$ cat src/rtl/prog_loader.sv
// Framed byte-stream loader that fills the pipeline instruction memory word by word.
// Latency: write strobe one cycle after the 4th byte of a word; start rises one cycle after load_req.
// Backpressure: in_ready high only while loading (HDR/DATA/CKSUM); stalls on in_valid=0 are tolerated.
//
// Ports:
//   clk, rst            - single clock, synchronous active-high reset
//   load_req            - begin a load (honoured in IDLE and ERR)
//   in_valid/in_data    - input byte stream, transfer on in_valid & in_ready
//   in_ready            - loader accepts a byte this cycle
//   start               - held high while loading (pipeline load port)
//   wr_en/address/instruction - one-cycle memory write of an assembled word
//   busy, done, err     - status: loading, one-cycle completion pulse, sticky error
// Optional feature macro: PROG_LOADER_CKSUM_EN adds a trailing XOR checksum byte check.

module prog_loader #(
    parameter int DEPTH = 1024,
    parameter int AW    = 32
) (
    input  logic          clk,
    input  logic          rst,
    input  logic          load_req,
    input  logic          in_valid,
    input  logic [7:0]    in_data,
    output logic          in_ready,
    output logic          start,
    output logic          wr_en,
    output logic [AW-1:0] address,
    output logic [31:0]   instruction,
    output logic          busy,
    output logic          done,
    output logic          err
);

    typedef enum logic [2:0] {
        S_IDLE,
        S_HDR,
        S_DATA,
`ifdef PROG_LOADER_CKSUM_EN
        S_CKSUM,
`endif
        S_DONE,
        S_ERR
    } state_t;

    state_t      state;
    state_t      nxt;

    logic [1:0]  bcnt;       // byte position within the current 4-byte group
    logic [23:0] hdr_part;   // first three header bytes
    logic [31:0] n_words;    // word count from the header
    logic [23:0] data_part;  // first three bytes of the word being assembled
    logic [31:0] wcnt;       // words written so far
`ifdef PROG_LOADER_CKSUM_EN
    logic [7:0]  xor_acc;    // running XOR over payload bytes
`endif

    logic        acc;
    logic        last_byte;
    logic [31:0] n_next;
    logic [31:0] w_next;
    logic        busy_n;
    logic        restart;

    assign acc       = in_valid & in_ready;
    assign last_byte = (bcnt == 2'd3);
    // Little-endian: the 4th byte lands in bits 31:24.
    assign n_next    = {in_data, hdr_part};
    assign w_next    = {in_data, data_part};
    assign restart   = load_req & ((state == S_IDLE) | (state == S_ERR));

    // Next-state decode; outputs are registered from this in the sequential block.
    always_comb begin
        nxt = state;
        case (state)
            S_IDLE: if (load_req) nxt = S_HDR;
            S_HDR: begin
                if (acc && last_byte) begin
                    if (n_next == 32'd0) begin
`ifdef PROG_LOADER_CKSUM_EN
                        nxt = S_CKSUM;
`else
                        nxt = S_DONE;
`endif
                    end else if (n_next > 32'(DEPTH)) begin
                        nxt = S_ERR;
                    end else begin
                        nxt = S_DATA;
                    end
                end
            end
            S_DATA: begin
                if (acc && last_byte && (wcnt == n_words - 32'd1)) begin
`ifdef PROG_LOADER_CKSUM_EN
                    nxt = S_CKSUM;
`else
                    nxt = S_DONE;
`endif
                end
            end
`ifdef PROG_LOADER_CKSUM_EN
            S_CKSUM: if (acc) nxt = (in_data == xor_acc) ? S_DONE : S_ERR;
`endif
            S_DONE: nxt = S_IDLE;
            S_ERR:  if (load_req) nxt = S_HDR;
            default: nxt = S_IDLE;
        endcase
    end

    always_comb begin
        busy_n = (nxt == S_HDR) || (nxt == S_DATA);
`ifdef PROG_LOADER_CKSUM_EN
        if (nxt == S_CKSUM) busy_n = 1'b1;
`endif
    end

    always_ff @(posedge clk) begin
        if (rst) begin
            state       <= S_IDLE;
            in_ready    <= 1'b0;
            start       <= 1'b0;
            busy        <= 1'b0;
            done        <= 1'b0;
            err         <= 1'b0;
            wr_en       <= 1'b0;
            address     <= '0;
            instruction <= '0;
            bcnt        <= '0;
            hdr_part    <= '0;
            n_words     <= '0;
            data_part   <= '0;
            wcnt        <= '0;
`ifdef PROG_LOADER_CKSUM_EN
            xor_acc     <= '0;
`endif
        end else begin
            state    <= nxt;
            in_ready <= busy_n;
            start    <= busy_n;
            busy     <= busy_n;
            done     <= (nxt == S_DONE);
            // err is sticky: held in ERR, cleared only by the load_req that leaves it.
            err      <= (nxt == S_ERR);
            wr_en    <= 1'b0;

            if (restart) begin
                bcnt <= '0;
                wcnt <= '0;
`ifdef PROG_LOADER_CKSUM_EN
                xor_acc <= '0;
`endif
            end

            if (acc && (state == S_HDR)) begin
                bcnt     <= bcnt + 2'd1;
                hdr_part <= n_next[31:8];
                if (last_byte) n_words <= n_next;
            end

            if (acc && (state == S_DATA)) begin
                bcnt      <= bcnt + 2'd1;
                data_part <= w_next[31:8];
`ifdef PROG_LOADER_CKSUM_EN
                xor_acc   <= xor_acc ^ in_data;
`endif
                if (last_byte) begin
                    wr_en       <= 1'b1;
                    address     <= AW'(wcnt);
                    instruction <= w_next;
                    wcnt        <= wcnt + 32'd1;
                end
            end
        end
    end

endmodule

$ cat config.mk
export PLATFORM = sky130hd
export DESIGN_NAME = prog_loader
export DESIGN_NICKNAME = d
export VERILOG_FILES = /design/src/rtl/prog_loader.sv
export SDC_FILE = /design/constraint.sdc
export NUM_CORES = 1
export LEC_CHECK = 0
export CORE_MARGIN = 3
export CORE_UTILIZATION = 32
export DETAILED_ROUTE_END_ITERATION = 12
export PLACE_DENSITY = 0.6
export SLEW_MARGIN = 20
export SYNTH_ARGS = -nofsm -noshare
export SYNTH_HDL_FRONTEND = slang
export SYNTH_SLANG_ARGS = --single-unit
$ cat constraint.sdc
create_clock -name clk -period 4.5 [get_ports clk]
set_input_delay 0.675 -clock clk [delete_from_list [all_inputs] [get_ports clk]]
set_output_delay 0.675 -clock clk [all_outputs]
set_load 0.005 [all_outputs]
## Yosys cells after proc, flatten, opt, wreduce, memory -nomap -nowiden

Index checks and enable logic that the tools add are counted.

- Bits of input ports: 12
- Flip-flop bits (word level): 185

- Order comparisons: 1
- Reduce and logical (&&, ||, !) cells: 12
- Muxes and demuxes: 13
- Add/subtract/negate cells: 3
- Bitwise operators: 4
- Eq/ne operators: 9

Operators by type and width:

| operator | number |
|---|---|
| 32-bit 2-to-1 mux | 3 |
| 32-bit by 1-bit adder with 32-bit output, second input constant | 1 |
| 32-bit == test | 1 |
| 32-bit by 11-bit greater-than comparator with 1-bit output, second input constant | 1 |
| 32-bit logical NOT | 1 |
| 32-bit by 1-bit subtractor with 32-bit output, second input constant | 1 |
| 3-bit 2-to-1 mux | 5 |
| 3-bit by 2-bit == test with 1-bit output, second input constant | 3 |
| 3-bit one-hot mux with 3 select lines | 1 |
| 3-bit by 1-bit == test with 1-bit output, second input constant | 2 |
| 3-bit == test, second input constant | 2 |
| 2-bit 2-to-1 mux | 3 |
| 1-bit logical AND | 4 |
| 2-bit AND reduction | 2 |
| 2-bit OR reduction | 2 |
| 3-bit logical NOT | 1 |
| 3-bit nonzero test | 1 |
| 2-bit by 1-bit adder with 2-bit output, second input constant | 1 |
| 1-bit bitwise AND | 2 |
| 2-bit == test, second input constant | 1 |
| 1-bit logical OR | 1 |
| 1-bit 2-to-1 mux | 1 |
| 1-bit inverter | 1 |
| 1-bit OR | 1 |

## Depth between registers and ports, before layout

Gate-level depths: netlist of the first run.

- Depth after elaboration: 7
- Gate-level depth with buffers: 11

## Worst setup path after synthesis of the first run

Ideal clock, no wire load.

- Path type: input -> register
- Start point: input port in_valid
- End point: register busy
- Data required time: 4372 ps
- Data arrival time: 2563 ps
- Path buffers: 0
- Cell stages on the path: 8
- Setup slack: 1809 ps
- Path through: nand2_1 nor4_1 nand4_1 nor3_1 o2111ai_1 a2111oi_2 a31oi_1 mux2i_1

- Cells in the longest elaborated chain, start to end: 7
- Elaborated cells on any way between the ends: 9

RTL lines:

| item | RTL line | RTL |
|---|---|---|
| from (decl) | 22 | `input logic in_valid,` |
| 1-bit bitwise AND * | 64 | `assign acc = in_valid & in_ready;` |
| 1-bit logical AND * | 77, 92 |  |
| 1-bit logical AND | 92 | `if (acc && last_byte && (wcnt == n_words - 32'd1)) begin` |
| 3-bit 2-to-1 mux | 92 |  |
| 3-bit one-hot mux with 3 select lines * | 74 | `case (state)` |
| 3-bit by 1-bit == test with 1-bit output / 3-bit by 2-bit == test with 1-bit output (equally long branches) | 110 | `busy_n = (nxt == S_HDR) \|\| (nxt == S_DATA);` |
| 1-bit logical OR * | 110 |  |
| to (signal assigned) | 139 | `busy <= busy_n;` |
| to (decl) | 29 | `output logic busy,` |

Every way passes the cells marked *; elsewhere a longest branch is shown, timed or not.
A chain may end at the register's enable or synchronous reset.

## Worst setup path after layout of the first run

- Start point: register n_words[0]
- End point: register busy

- Cells in the longest elaborated chain, start to end: 7
- Elaborated cells on any way between the ends: 8

RTL lines:

| item | RTL line | RTL |
|---|---|---|
| from (decl) | 50 | `logic [31:0] n_words;` |
| from (signal assigned) | 156 | `if (last_byte) n_words <= n_next;` |
| 32-bit by 1-bit subtractor with 32-bit output * | 92 |  |
| 32-bit == test * | 92 |  |
| 1-bit logical AND * | 92 |  |
| 3-bit 2-to-1 mux * | 92 |  |
| 3-bit one-hot mux with 3 select lines * | 74 |  |
| 3-bit by 1-bit == test with 1-bit output / 3-bit by 2-bit == test with 1-bit output (equally long branches) | 110 |  |
| 1-bit logical OR * | 110 |  |

Marks and branches as above.

==> results of run 1 <==
-- registers in the layout, indices dropped and copies added (netlist names) --
name	cells
address	32
bcnt	2
busy	1
data_part	24
done	1
err	1
hdr_part	24
instruction	32
n_words	32
state	3
wcnt	32
wr_en	1
-- worst max path at each step --
stage          startpoint  endpoint  slack, ns  cells past startpoint
2_1_floorplan    in_valid      busy       1.81                      8
3_3_place_gp     in_valid      busy       1.16                     10
3_5_place_dp     in_valid      busy       1.13                     10
4_1_cts        n_words[0]      busy       1.41                     10
5_1_grt        n_words[0]      busy       1.16                     10
6_report       n_words[0]      busy       1.43                     10
-- cells in the mapped netlist (3+ instances only) --
master / n
a21oi_1: 162
nor2b_1: 4
nor3_1: 19
dfxtp_1: 185
nand4b_1: 3
nand4_1: 15
or2_2: 6
mux2i_1: 4
nor2_1: 56
o211ai_1: 4
nand2b_1: 7
o31ai_1: 6
ha_1: 3
and3_1: 7
inv_1: 6
buf_1: 4
xor2_1: 33
or3_1: 14
nand3_1: 20
xnor2_1: 31
and4_1: 3
nand2_1: 323
clkbuf_1: 61
nor4_1: 16
a31oi_1: 4
buf_2: 3
o21ai_0: 14
-- worst max-delay path, delay by kind of cell, from the launching register on --
kind	cells	cell delay, ns
simple gates	3	1.01
compound gates	4	0.97
flops	1	0.40
fa+ha+maj	1	0.30
mux	1	0.16
buf+inv	1	0.11
-- cell families (layout without fill, tap and decap cells) --
| logic type | Yosys count | after routing | synth area share |
|---|---|---|---|
| flops | 185 | 185 | 0.460 |
| compound gates | 207 | 207 | 0.140 |
| mux | 4 | 4 | 0.00497 |
| xor+xnor | 64 | 64 | 0.0696 |
| simple gates | 508 | 508 | 0.283 |
| buf+inv | 77 | 129 | 0.0382 |
| fa+ha+maj | 3 | 3 | 0.00466 |
-- metal layers --
layer  up-vias  track usage
met5         -            0
met4         0       0.0408
met3        27       0.0394
met2       165        0.234
met1      3339        0.222
li1       3599            -
-- power by group through the flow --
| stage | clock [W] | combinational [W] | sequential [W] |
|---|---|---|---|
| global placement | 0 | 0.0000745 | 0.00168 |
| global route | 0.00169 | 0.0000804 | 0.00164 |
| finish | 0.00158 | 0.0000736 | 0.00164 |
| floorplan | 0 | 0.0000415 | 0.00168 |
| detailed placement | 0 | 0.0000739 | 0.00168 |
| CTS | 0.00162 | 0.0000740 | 0.00164 |
-- area by class of cell --
type / count / area share
Multi-Input combinational cell: 786 / 0.419
Timing Repair Buffer: 91 / 0.0909
Clock inverter: 15 / 0.0213
Inverter: 6 / 0.00232
Sequential cell: 185 / 0.381
Tap cell: 324 / 0.0417
Clock buffer: 17 / 0.0438
-- stage by stage --
stage	area (µm²)	hold WS [ns]	instances	power, W	worst slack [ns]
floorplan	8060	0.432	1048	0.00172	1.81
global placement	9080	0.442	1392	0.00176	1.16
detailed placement	9080	0.448	1392	0.00175	1.13
CTS	9710	0.460	1424	0.00333	1.41
global route	9710	0.467	1424	0.00341	1.16
finish	9710	0.455	1424	0.00329	1.43
==> summary.md, run 1 <==
| Metric | Value |
|---|---|
| DR WL met2 | 8.94 mm |
| Wire length of the first global-routing pass | 34.0 mm |
| ANT nets after route | 0 |
| Core footprint | 24,500 µm² |
| Reg power frac | 0.499 |
| Nets | 1,102 |
| Syn avg cell area | 7.69 µm² |
| Share of cells above drive strength 1 | 0.0555 |
| Reg-to-Reg Start | n_words[0] |
| Core Util, Final | 0.396 |
| CP Capture Type | flop |
| Final worst path period share | 0.682 |
| P_leak | 3.19 nW |
| Worst-margin pin slew | 0.914 ns |
| Final setup skew | 0.0134 ns |
| Final wirelength | 20.7 mm |
| Final setup vio count | 0 |
| WP data required | 4.82 ns |
| Leading cell type in the layout, fill and taps excluded | nand2_1 |
| Synth top area cells | dfxtp_1, nand2_1, a21oi_1, xor2_1, xnor2_1 |
| Setup bufs post-CTS | 0 |
| Fin. max-slew vios | 0 |
| Clk slew on worst S/H paths | 0.08 ns |
| Synth cell types | 54 |
| Vias in the first global route | 6,532 |
| Share of the synthesized area in the top cell type | 0.460 |
| Clk sinks | 185 |
| Post_cts resized | 0 |
| Hold Path Stages | 2 |
| First-pass DRT Iterations | 5 |
| Port bufs | 81 |
| DR vias | 7,130 |
| Multi-input gate area | 4070 µm² |
| Crit-path max FO | 7 |
| Pin count of the biggest net entering global routing | 64 |
| WL/cell | 14.5 µm |
| Combinational group share of total power | 0.022 |
| Initial antenna violation count | 0 |
| RSZ-0062 raised after global routing | false |
| Final hold violations | 0 |
| # fillers | 2,575 |
| Dominant cell type by area after synthesis | dfxtp_1 |
| Syn. warnings | 0 |
| Status | completed |
| Sequential cell area | 3700 µm² |
| Min Tclk post-route | 3.07 ns |
| Hold Path Origin | address[24] |
| Die area | 27,100 µm² |
| Area grow syn2layout | 20.6% |
| Crit path kind | flop to flop |
| DRT met1 WL | 10.3 mm |
| Int Pwr | 0.00243 W |
| Sequential share of the synthesized area | 0.460 |
| FMAX | 326 MHz |
| GRT Util Overall | 0.156 |
| Met3 wire length | 1.14 mm |
| R2R setup slack | 1.43 ns |
| CTS Hold Buffers Added | 0 |
| Post-synth EDFFs | 0 |
| Clock share of power | 0.479 |
| Max-Slew Margin vs Limit | 0.391 |
| Post-DP HPWL | 14.3 mm |
| # diodes | 0 |
| Placer Congestion | 0.856 |
| Worst R2R End | busy |
| Worst ir drop on vdd | 0.273 mV |
| Clk_lat worst skew | 0.45 ns |
| Worst path cell trace | inv_1 > ha_1 > nor2b_1 > nand4_1 > or3_1 > a22oi_1 > o2111ai_1 > a2111oi_2 > a31oi_1 > mux2i_1 |
| Total CTS buffers | 17 |
| P per Cell Area | 339 nW/µm² |
| Most frequent cells in the layout | nand2_1, dfxtp_1, a21oi_1 |
| Worst Hold Endpoint | address[24] |
| Syn_nets | 1,063 |
| Worst Hold Class | flop to flop |
| 1st-iter DRT viols | 554 |
| Sw power | 0.000860 W |
| Cells after Synth | 1,048 |
| Largest stage delay on the critical path | 0.43 ns |
| Setup tns final | 0 ns |
| Grt ovf | 0 |
| Initial core utilization | 0.328 |
| Clock Tree Buf Depth | 2 |
| Synthesized flop and latch total | 185 |
| Root Driver | clkbuf_16 |
| Max-Cap Viols | 0 |
| Die Y | 165 µm |
| Synth async-reset ratio | 0 |
| Cells on worst reg2reg path | 10 |
| Depth of the CTS H-tree | 4 |
| Top Metal Used | met4 |
| Sw Ratio | 0.261 |
| Slowest CP cell | or3_1 |
| Rows | 57 |
| Mapped cell area | 8060 µm² |
| Drc violations | 0 |
| Top Ports | 82 |
| Top_reg_cell synth | dfxtp_1 |
| Crit path arrival time | 3.39 ns |
| Critical Path Start Type | flop |
| Vias per cell | 5.01 |
| Die X | 165 µm |
| TritonCTS clock tree | built |
No activity file was read; power rests on OpenSTA's default activity.
==> run 2: changes to the inputs <==
clock period = 3.2 ns   (was 4.5 ns; I/O delays follow)
==> run 2 against run 1 <==
Net effect:
- count of clock-buffer cells in the layout did not move
- highest routed layer unchanged
- critical path depth did not move
- design area rose by 1.5%
- die area did not move
- largest power group unchanged
- combinational power rose by 52%
==> summary.md, run 2 (synthesized netlist as in run 1, its figures left out) <==
| Metric | Value |
|---|---|
| Port bufs | 81 (unchanged) |
| Nets | 1,119 (+1.5%) |
| GR Util met2 | 0.236 (+0.00206) |
| Reg-to-Reg Start | n_words[0] |
| Final wirelength | 21.1 mm (+1.8%) |
| WP data required | 3.53 ns (-1.29 ns) |
| Reg power frac | 0.489 (-0.010) |
| Share of cells above drive strength 1 | 0.0689 (+0.0135) |
| RSZ-0062 raised after global routing | false |
| Sw Ratio | 0.266 (+0.00464) |
| Depth of the CTS H-tree | 4 (unchanged) |
| DR vias | 7,211 (+1.1%) |
| Die area | 27,100 µm² (unchanged) |
| CTS Hold Buffers Added | 0 (unchanged) |
| Met1 usage | 0.228 (+0.00611) |
| Initial core utilization | 0.328 (unchanged) |
| Most frequent cells in the layout | nand2_1, dfxtp_1, a21oi_1 |
| First-pass DRT Iterations | 5 (unchanged) |
| Worst Hold Class | flop to flop |
| Final setup skew | 0.0115 ns (-0.00188 ns) |
| Min Tclk post-route | 2.87 ns (-0.196 ns) |
| Met3 Use GR | 0.0361 (-0.00326) |
| Drc violations | 0 (unchanged) |
| Critical Path Start Type | flop |
| Max-Slew Margin vs Limit | 0.390 (-0.000442) |
| Clock Tree Buf Depth | 2 (unchanged) |
| Root Driver | clkbuf_16 |
| Clk_lat worst skew | 0.44 ns (about the same) |
| Setup tns final | 0 ns (unchanged) |
| Worst-margin pin slew | 0.915 ns (+0.000662 ns) |
| Cell area after layout | 9860 µm² (+1.5%) |
| Grt ovf | 0 (unchanged) |
| DP Area | 9210 µm² (+1.4%) |
| Rows | 57 (unchanged) |
| GRT Util Overall | 0.158 (+0.00234) |
| Setup bufs post-CTS | 0 (unchanged) |
| Sw power | 0.00126 W (+46%) |
| Tot Pwr | 0.00472 W (+43%) |
| Status | completed |
| Hold Path Origin | address[14] |
| Combinational group share of total power | 0.024 (+0.002) |
| Initial antenna violation count | 0 (unchanged) |
| R2R setup slack | 0.33 ns (-1.10 ns) |
| Core Util, Final | 0.402 (+0.00592) |
| Total CTS buffers | 17 (unchanged) |
| Die X | 165 µm (unchanged) |
| Post_cts resized | 0 (unchanged) |
| Crit-path max FO | 7 (unchanged) |
| Final setup vio count | 0 (unchanged) |
| Grt peak-use layer | met2 |
| Worst ir drop on vdd | 0.310 mV (+13%) |
| Die Y | 165 µm (unchanged) |
| Core footprint | 24,500 µm² (unchanged) |
| TritonCTS clock tree | built |
| Area grow syn2layout | 22.4% |
| Pin count of the biggest net entering global routing | 58 (-9.4%) |
| Clk sinks | 185 (unchanged) |
| Placer Congestion | 0.928 (+8.5%) |
| P per Cell Area | 479 nW/µm² (+41%) |
| Post-DP HPWL | 14.7 mm (+2.9%) |
| Setup crit start | n_words[0] |
| Wire length of the first global-routing pass | 34.4 mm (+1.3%) |
| Cells on worst reg2reg path | 10 (unchanged) |
| Clock share of power | 0.487 (+0.008) |
| Final hold violations | 0 (unchanged) |
| Int Pwr | 0.00347 W (+43%) |
| Vias per cell | 5.00 (about the same) |
| Crit path kind | flop to flop |
| Leading cell type in the layout, fill and taps excluded | nand2_1 |
| Final worst path period share | 0.897 (+0.216) |
| Worst Hold Endpoint | address[14] |
| Fin. max-slew vios | 0 (unchanged) |
| FMAX | 348 MHz (+6.8%) |
| Top Ports | 82 (unchanged) |
| Worst R2R End | busy |
| Hold WS | 0.454 ns (-0.000906 ns) |
| Vias in the first global route | 6,660 (+2.0%) |
| Max-Cap Viols | 0 (unchanged) |
| CP Capture Type | flop |
| Crit path arrival time | 3.20 ns (-0.19 ns) |
| WL/cell | 14.6 µm (+0.59%) |
| # diodes | 0 (unchanged) |
| Hold Path Stages | 2 (unchanged) |
| 1st-iter DRT viols | 739 (+33%) |
| P_leak | 3.28 nW (+2.9%) |
| Clk slew on worst S/H paths | 0.09 ns (about the same) |
| ANT nets after route | 0 (unchanged) |
==> run 2: changes by cell type in the layout (fill, tap and decap cells not counted), sizes merged <==
| cell | change |
|---|---|
| buf | +17 |
| clkinv | -6 |
| inv | +6 |
==> run 2: metrics by stage <==
stage | setup WS, ns | cells
after detailed placement | 0.227 | 1409
after floorplan | 0.596 | 1048
after global placement | 0.288 | 1409
final | 0.328 | 1441
after global routing | 0.130 | 1441
after CTS | 0.343 | 1441
==> run 2: how the worst max path moves through the flow <==
stage                       to  slack (ns)  depth (start not counted)
after floorplan           busy        0.60                         11
after global placement    busy        0.29                          9
after detailed placement  busy        0.23                          9
after CTS                 busy        0.34                         10
after global routing      busy        0.13                         10
final                     busy        0.33                         10
==> run 2: layer usage <==
| layer | vias to the layer above | wire length, µm |
|---|---|---|
| li1 | 3643 | - |
| met1 | 3328 | 10300 |
| met2 | 222 | 9040 |
| met3 | 18 | 1470 |
| met4 | 0 | 217 |
| met5 | - | 0 |
==> run 2: worst max-delay path, cell delays in order (launching register included) <==
cell and delay, ns:
dfxtp_1 0.38, inv_1 0.10, ha_1 0.27, nor2b_1 0.28, nand4_1 0.23, or3_1 0.43
a22oi_1 0.19, o2111ai_1 0.16, a2111oi_2 0.37, a31oi_1 0.20, mux2i_1 0.15
==> run 2: area by class of cell <==
type | count | area, µm²
Timing Repair Buffer | 108 | 1010
Clock buffer | 17 | 425
Clock inverter | 15 | 226
Tap cell | 324 | 405
Inverter | 6 | 22.5
Sequential cell | 185 | 3700
Multi-Input combinational cell | 786 | 4070
Fill cell | 2566 | 14700
==> run 2: power by group through the flow <==
| stage | clock network [W] | registers (W) | logic (W) |
|---|---|---|---|
| finish | 0.00230 | 0.00231 | 0.000112 |
| global route | 0.00246 | 0.00231 | 0.000122 |
| CTS | 0.00237 | 0.00231 | 0.000113 |
| detailed placement | 0 | 0.00236 | 0.000113 |
| global placement | 0 | 0.00236 | 0.000113 |
| floorplan | 0 | 0.00236 | 0.0000583 |
